File: config.mk
export PLATFORM = sky130hd
export DESIGN_NAME = golden_nonce_collector
export DESIGN_NICKNAME = d
export VERILOG_FILES = /design/src/rtl/golden_nonce_collector.sv
export SDC_FILE = /design/constraint.sdc
export NUM_CORES = 1
export LEC_CHECK = 0
export ABC_AREA = 1
export BUFFER_PORTS_ARGS = -buffer_cell sky130_fd_sc_hd__buf_4
export CAP_MARGIN = 20
export CORE_MARGIN = 2
export CORE_UTILIZATION = 60
export CTS_CLUSTER_SIZE = 28
export DETAILED_ROUTE_END_ITERATION = 7
export PLACE_DENSITY_LB_ADDON = 0.3
export SKIP_LAST_GASP = 1
export SYNTH_ARGS = -nofsm -noshare
export SYNTH_HDL_FRONTEND = slang
export SYNTH_SLANG_ARGS = --single-unit
export TNS_END_PERCENT = 100
File: constraint.sdc
create_clock -name clk -period 5.4 [get_ports clk]
set_clock_uncertainty 0.05 [all_clocks]
set_input_delay 0.81 -clock clk [delete_from_list [all_inputs] [get_ports clk]]
set_output_delay 0.81 -clock clk [all_outputs]
set_load 0.02 [all_outputs]
File: src/rtl/golden_nonce_collector.sv
// Collects golden nonces from two mining cores, corrects them by NONCE_OFFSET, queues them and streams them out one at a time.
// Latency: a hit accepted at one edge is on the outputs the following cycle. Backpressure: out_ready stalls the head; hits that find no space are dropped and counted.
module golden_nonce_collector #(
  parameter int          DEPTH        = 4,
  parameter logic [31:0] NONCE_OFFSET = 32'd0
) (
  input  logic                       clk,
  input  logic                       reset,
  input  logic                       work_reset,
  input  logic                       found_0,
  input  logic [31:0]                nonce_0,
  input  logic                       found_1,
  input  logic [31:0]                nonce_1,
  output logic                       out_valid,
  output logic [31:0]                out_nonce,
  output logic                       out_core,
  input  logic                       out_ready,
  output logic [7:0]                 overflow_count,
  output logic [$clog2(DEPTH):0]     fifo_count
);

  localparam int AW = $clog2(DEPTH);
  localparam int CW = AW + 1;
  localparam logic [CW:0] DEPTH_W = (CW+1)'(DEPTH);

  typedef struct packed {
    logic        core;
    logic [31:0] nonce;
  } entry_t;

  entry_t        mem [DEPTH];
  logic [AW-1:0] rd_ptr, wr_ptr;
  logic [CW-1:0] count;

  logic          pop;
  logic [CW:0]   free;
  logic          wr0, wr1;
  logic [1:0]    n_wr, n_found, n_drop;
  entry_t        e0, e1, head_n;
  logic [AW-1:0] wa1, rd_ptr_n;
  logic [CW-1:0] remain, count_n;
  logic [8:0]    ovf_sum;

  always_comb begin
    pop      = out_valid & out_ready;
    // A pop releases its slot in the same cycle, so it counts towards free space.
    free     = DEPTH_W - {1'b0, count} + {{CW{1'b0}}, pop};
    wr0      = found_0 && (free >= (CW+1)'(1));
    wr1      = found_1 && (found_0 ? (free >= (CW+1)'(2)) : (free >= (CW+1)'(1)));
    n_wr     = {1'b0, wr0} + {1'b0, wr1};
    n_found  = {1'b0, found_0} + {1'b0, found_1};
    n_drop   = n_found - n_wr;
    e0       = '{core: 1'b0, nonce: nonce_0 - NONCE_OFFSET};
    e1       = '{core: 1'b1, nonce: nonce_1 - NONCE_OFFSET};
    wa1      = wr_ptr + AW'(wr0);
    remain   = count - CW'(pop);
    rd_ptr_n = rd_ptr + AW'(pop);
    count_n  = remain + CW'(n_wr);
    // The next head is an older entry if one survives the pop, else the first one written now.
    head_n   = (remain != '0) ? mem[rd_ptr_n] : (wr0 ? e0 : e1);
    ovf_sum  = {1'b0, overflow_count} + 9'(n_drop);
  end

  always_ff @(posedge clk) begin
    if (reset) begin
      rd_ptr         <= '0;
      wr_ptr         <= '0;
      count          <= '0;
      out_valid      <= 1'b0;
      out_nonce      <= '0;
      out_core       <= 1'b0;
      overflow_count <= '0;
    end else if (work_reset) begin
      rd_ptr    <= '0;
      wr_ptr    <= '0;
      count     <= '0;
      out_valid <= 1'b0;
    end else begin
      if (wr0) mem[wr_ptr] <= e0;
      if (wr1) mem[wa1]    <= e1;
      wr_ptr    <= wr_ptr + AW'(n_wr);
      rd_ptr    <= rd_ptr_n;
      count     <= count_n;
      out_valid <= (count_n != '0);
      if (count_n != '0) begin
        out_nonce <= head_n.nonce;
        out_core  <= head_n.core;
      end
      overflow_count <= (ovf_sum > 9'd255) ? 8'hFF : ovf_sum[7:0];
    end
  end

  assign fifo_count = count;

endmodule

Yosys cells after proc, flatten, opt, wreduce, memory -nomap -nowiden
Memory sizes are Yosys's and may differ from the RTL's.
Cells that the tools add are included.
- register bits after elaboration: 49
- memories kept: 1
- input port bits: 70
- bits in writable memories: 132
- word-level logic and storage cells: 42
- memories (name ; words ; bits a word ; rd ports ; clocked after memory_dff ; wr ports ; RTL line ; text):
    mem ; 4 ; 33 ; 1 ; 0 ; 2 ; 31 ; entry_t mem [DEPTH];
- order comparisons: 3
- add/subtract/negate cells: 11
- multiplexer cells: 12
- reduce and logical (&&, ||, !) cells: 6
- bitwise logic cells: 2
- operators by type and width (operator ; count):
    two-way mux 33 bit ; 2
    adder 8 x 2 -> 9 bit ; 1
    greater-than comparator 9 x 8 -> 1 bit (second input constant) ; 1
    two-way mux 1 bit ; 9
    two-way mux 8 bit ; 1
    nonzero test 3 bit ; 2
    adder 1 x 1 -> 2 bit ; 2
    adder 2 x 1 -> 2 bit ; 2
    adder 4 x 1 -> 4 bit ; 1
    >= comparator 4 x 1 -> 1 bit (second input constant) ; 1
    >= comparator 4 x 2 -> 1 bit (second input constant) ; 1
    subtractor 3 x 3 -> 4 bit (first input constant) ; 1
    adder 3 x 2 -> 3 bit ; 1
    subtractor 3 x 1 -> 3 bit ; 1
    adder 2 bit ; 1
    logical AND 1 bit ; 2
    AND reduction 2 bit ; 1
    OR reduction 2 bit ; 1
    subtractor 2 bit ; 1
    AND 1 bit ; 1
    inverter 1 bit ; 1

Logic depth before layout (Yosys ltp)
- word-level depth: 10
- gate-level depth with buffers: 25
- depth with buffers taken out: 24

Least setup slack after synthesis
No wires, ideal clock.
- path kind: input port to flip-flop
- start point: in out_ready
- end point: mem mem[3][0] in the netlist's numbering (enable)
- setup slack: 0.709 ns
- buffers on the path: 2
- arrival time: 4.176 ns
- cell stages on the path: 16
- library setup time: 0.466 ns
- required time: 4.884 ns
- cells stage by stage: nand2_1 ha_1 inv_1 ha_1 or2_1 nand2_2 nand2_4 nand2_1 buf_2 inv_1 ha_1 inv_1 nor2_2 nand3_2 buf_2 o21ai_0
- RTL lines (what ; RTL line ; text):
    start, declared ; 17 ; input logic out_ready,
    end, declared ; 31 ;

Final worst setup path
- start point: in out_ready
- end point: reg overflow_count[4]
- longest elaborated chain between the ends: 10
- ends and longest elaborated chain (what ; RTL line ; text):
    AND 1 bit * ; 45 ; pop = out_valid & out_ready;
    adder 4 x 1 -> 4 bit * ; 47 ; free = DEPTH_W - {1'b0, count} + {{CW{1'b0}}, pop};
    >= comparator 4 x 1 -> 1 bit or >= comparator 4 x 2 -> 1 bit (tied branches) ; 48, 49 ;
    two-way mux 1 bit ; 49 ; wr1 = found_1 && (found_0 ? (free >= (CW+1)'(2)) : (free >= (CW+1)'(1)));
    logical AND 1 bit ; 49 ;
    adder 1 x 1 -> 2 bit * ; 50 ; n_wr = {1'b0, wr0} + {1'b0, wr1};
    subtractor 2 bit * ; 52 ; n_drop = n_found - n_wr;
    adder 8 x 2 -> 9 bit * ; 61 ; ovf_sum = {1'b0, overflow_count} + 9'(n_drop);
    greater-than comparator 9 x 8 -> 1 bit ; 89 ; overflow_count <= (ovf_sum > 9'd255) ? 8'hFF : ovf_sum[7:0];
    two-way mux 8 bit * ; 89 ;
    end signal, assigned ; 89 ;
    end, declared ; 18 ; output logic [7:0] overflow_count,
Mark *: on every way between the ends. The rest lies on a longest branch, timed or not.
A chain may end at the register's enable or synchronous reset.

==> out/qor.yml <==
run_status:
  status: "completed"
floorplanning:
  die-area_um2: 18500
  dieWidth_um: 136
  coreArea_um2: 17200
  die_h_um: 136
  num_rows: 48
  start_util: 0.608
  pin_count: 115
clocking:
  clk-insertion-delay-late_ns: 0.44
  cts_buffers: 17
  cts.sink_count: 181
  ctsHoldBuffers: 0
  clockRootBuffer: "clkbuf_16"
  post-cts-setup-buffers: 0
  cts_tree: "built"
  ctsHtreeMaxLevel: 4
  clk_pin_slew_ns: 0.07
  post_cts_resized: 0
  clock_path_buffers: 2
finish:
  finalNonFillerCells: 1620
  nets: 1468
  multi_input_area_um2: 4710
  layout_commonest_cell: "nand2_1"
  final_cell_mix: "nand2_1 (400), nand3_1 (193), buf_4 (134), edfxtp_1 (128), inv_1 (97)"
  insertedDiodeCount: 0
  drive_above_1_share: 0.150
  seqCellArea_um2: 4900
  area_delta_synth_final_pct: 14.3
  final_util: 0.695
  fill_cells: 1399
setup_path:
  worst_ep_arrival_time_ns: 4.51
  reg2reg_from: "out_valid$_SDFF_PP0_"
  r2r-end: "overflow_count[4]$_SDFFE_PP0N_"
  critPathTopFamily: "simple AND/OR/NAND/NOR gates"
  crit_type: "in -> reg"
  worstSetupPathDepth: 23
  crit_required_ns: 5.73
  crit_buf_inv: 4
  regToRegSetupSlack_ns: 1.38
  crit_path_start_kind: "input port"
  cpPeakStageDelay_ns: 0.43
  critPathMaxFanout: 5
  worstPathCellList: "buf_4, nand2_1, ha_1, inv_1, ha_1, or2_1, nand2_2, nand2_4, nand2_1, inv_1, ha_1, xor2_1, ha_1, xor2_1, xor2_1, inv_1, fa_1, or2_2, nor3_1, a21oi_1, nand2_1, nand2_1, nor2_1"
  crit_path_start: "out_ready"
  slowest_stage: "fa_1"
  crit_end: "overflow_count[4]$_SDFFE_PP0N_"
  endpoint_kind: "flip-flop"
  r2r_cells: 22
sta:
  fmax_mhz: 239
  hold_viol_final: 0
  slew-limit-headroom: 0.295
  fin_ws_ns: 1.22
  setup_viol: 0
  finalSetupTns_ns: 0
  rsz0062_at_grt: "no"
  fin_crit_sh: 0.774
  tightest_slew_ns: 1.06
  maxSlewViolCount: 0
  period_minus_slack_ns: 4.18
placed_design:
  place_hpwl_mm: 16.9
  placed_cells: 1589
  place_congestion: 0.831
  io_buffers: 114
  dp_slack_ns: 0.787
synthesis:
  yosys.area.top_type: "edfxtp_1"
  synthSimpleGateAreaFrac: 0.317
  ys_seq_area_frac: 0.469
  synth_fa_ha_area_frac: 0.0182
  synth_area_leaders: "edfxtp_1 (37%), nand2_1 (14%), dfxtp_1 (10%)"
  syn_inst: 1333
  synth-seq-cells: 181
  synthesis.nets: 1417
  synth_top_area_share: 0.368
  synth_mux_area_frac: 0
  synth_xor_xnor_area_share: 0.00575
  syn_area_per_cell_um2: 7.84
  synth_area_um2: 10500
  synth_top_family_by_area: "simple AND/OR/NAND/NOR gates"
  synth_compound_area_frac: 0.105
  yosys_warnings: 0
  synth_cell_types: 37
power:
  ir_worst_vdd_mv: 0.593
  p_leak_nw: 5.37
  power.total_mw: 6.35
  power.density_nw_per_um2: 531
grt:
  grt_antenna_before_repair: 0
  grt_pass1_vias: 9372
  grt_max_degree: 70
  overflow: 0
  grt_first_pass_wirelength_mm: 48.7
  grt_usage: 0.343
route:
  drt-total-wl_mm: 31.2
  wire_per_inst_um: 19.2
  vias_per_cell: 6.19
  drt_first_pass_iters: 5
  first_iter_violations: 1187
  drc: 0
  num_vias: 10000
  antenna_left: 0
flow_run:
  drv_cap: 0
worst_hold_path:
  holdCritPathClass: "reg -> reg"
-- per-layer routing --
metal  wire length, um  vias to the layer above  track usage
li1                  -                     4645            -
met1             11700                     4579        0.441
met4              1100                        0        0.163
met5                 0                        -            0
met2             14700                      693        0.563
met3              3700                      118       0.0634
-- where the power goes --
| part | total, mW | switching [mW] | internal [mW] |
|---|---|---|---|
| clock | 1.35 | 0.530 | 0.823 |
| sequential | 1.87 | 0.112 | 1.76 |
| combinational | 3.13 | 2.18 | 0.953 |
-- flip-flops by register name, summed over array words and instances (netlist names) --
name,count
mem,132
out_nonce,32
rd_ptr,2
overflow_count,8
wr_ptr,2
out_valid,1
out_core,1
fifo_count,3
-- worst reg2reg max path: cells and delay by family (launching register included) --
kind	cells	cell delay [ns]
fa+ha+maj	5	1.31
buf+inv	3	0.21
xor+xnor	3	0.56
flops	1	0.31
compound gates	1	0.19
simple gates	10	1.35
-- final cells by class --
class                           count  share of cell area
Multi-Input combinational cell    949               0.394
Clock inverter                     11              0.0153
Timing Repair Buffer              136              0.0882
Inverter                           99              0.0311
Sequential cell                   181               0.411
Tap cell                          225              0.0236
Clock buffer                       19              0.0371
-- metrics by stage --
step	hold slack (ns)	cell area, um^2
3_3_place_gp	0.397	11300
3_5_place_dp	0.405	11300
6_report	0.422	11900
5_1_grt	0.474	11900
4_1_cts	0.421	11900
2_1_floorplan	0.385	10500
-- worst min-delay path by stage --
stage	startpoint	to	slack, ns	cells after the start
after floorplan	mem[2][32]$_SDFFE_PP1P_	mem[2][32]$_SDFFE_PP1P_	0.38	2
after global placement	mem[2][32]$_SDFFE_PP1P_	mem[2][32]$_SDFFE_PP1P_	0.40	2
after detailed placement	mem[2][32]$_SDFFE_PP1P_	mem[2][32]$_SDFFE_PP1P_	0.41	2
after CTS	mem[3][32]$_SDFFE_PP1P_	mem[3][32]$_SDFFE_PP1P_	0.42	2
after global routing	mem[1][32]$_SDFFE_PP1P_	mem[1][32]$_SDFFE_PP1P_	0.47	2
final	mem[3][32]$_SDFFE_PP1P_	mem[3][32]$_SDFFE_PP1P_	0.42	2
-- cell usage after synthesis, drive strengths merged --
cell / number
a21o: 1
ha: 12
fa: 2
nor2: 64
xnor2: 2
a31oi: 1
edfxtp: 128
nor3: 2
clkbuf: 40
inv: 99
a22oi: 32
buf: 64
a21oi: 78
nand3b: 2
nand4: 72
xor2: 4
dfxtp: 53
nand3: 196
or2: 3
o21ai: 75
nand2: 403
-- cells by family (layout without fill, tap and decap cells) --
group	count (synthesis)	in the layout
and+or+nand+nor	742	742
xor gates and xnor gates	6	6
buffers and inverters	203	265
DFF	181	181
adders and majority gates	14	14
AOI/OAI and AO/OA	187	187
No activity file was read; power rests on OpenSTA's default activity.
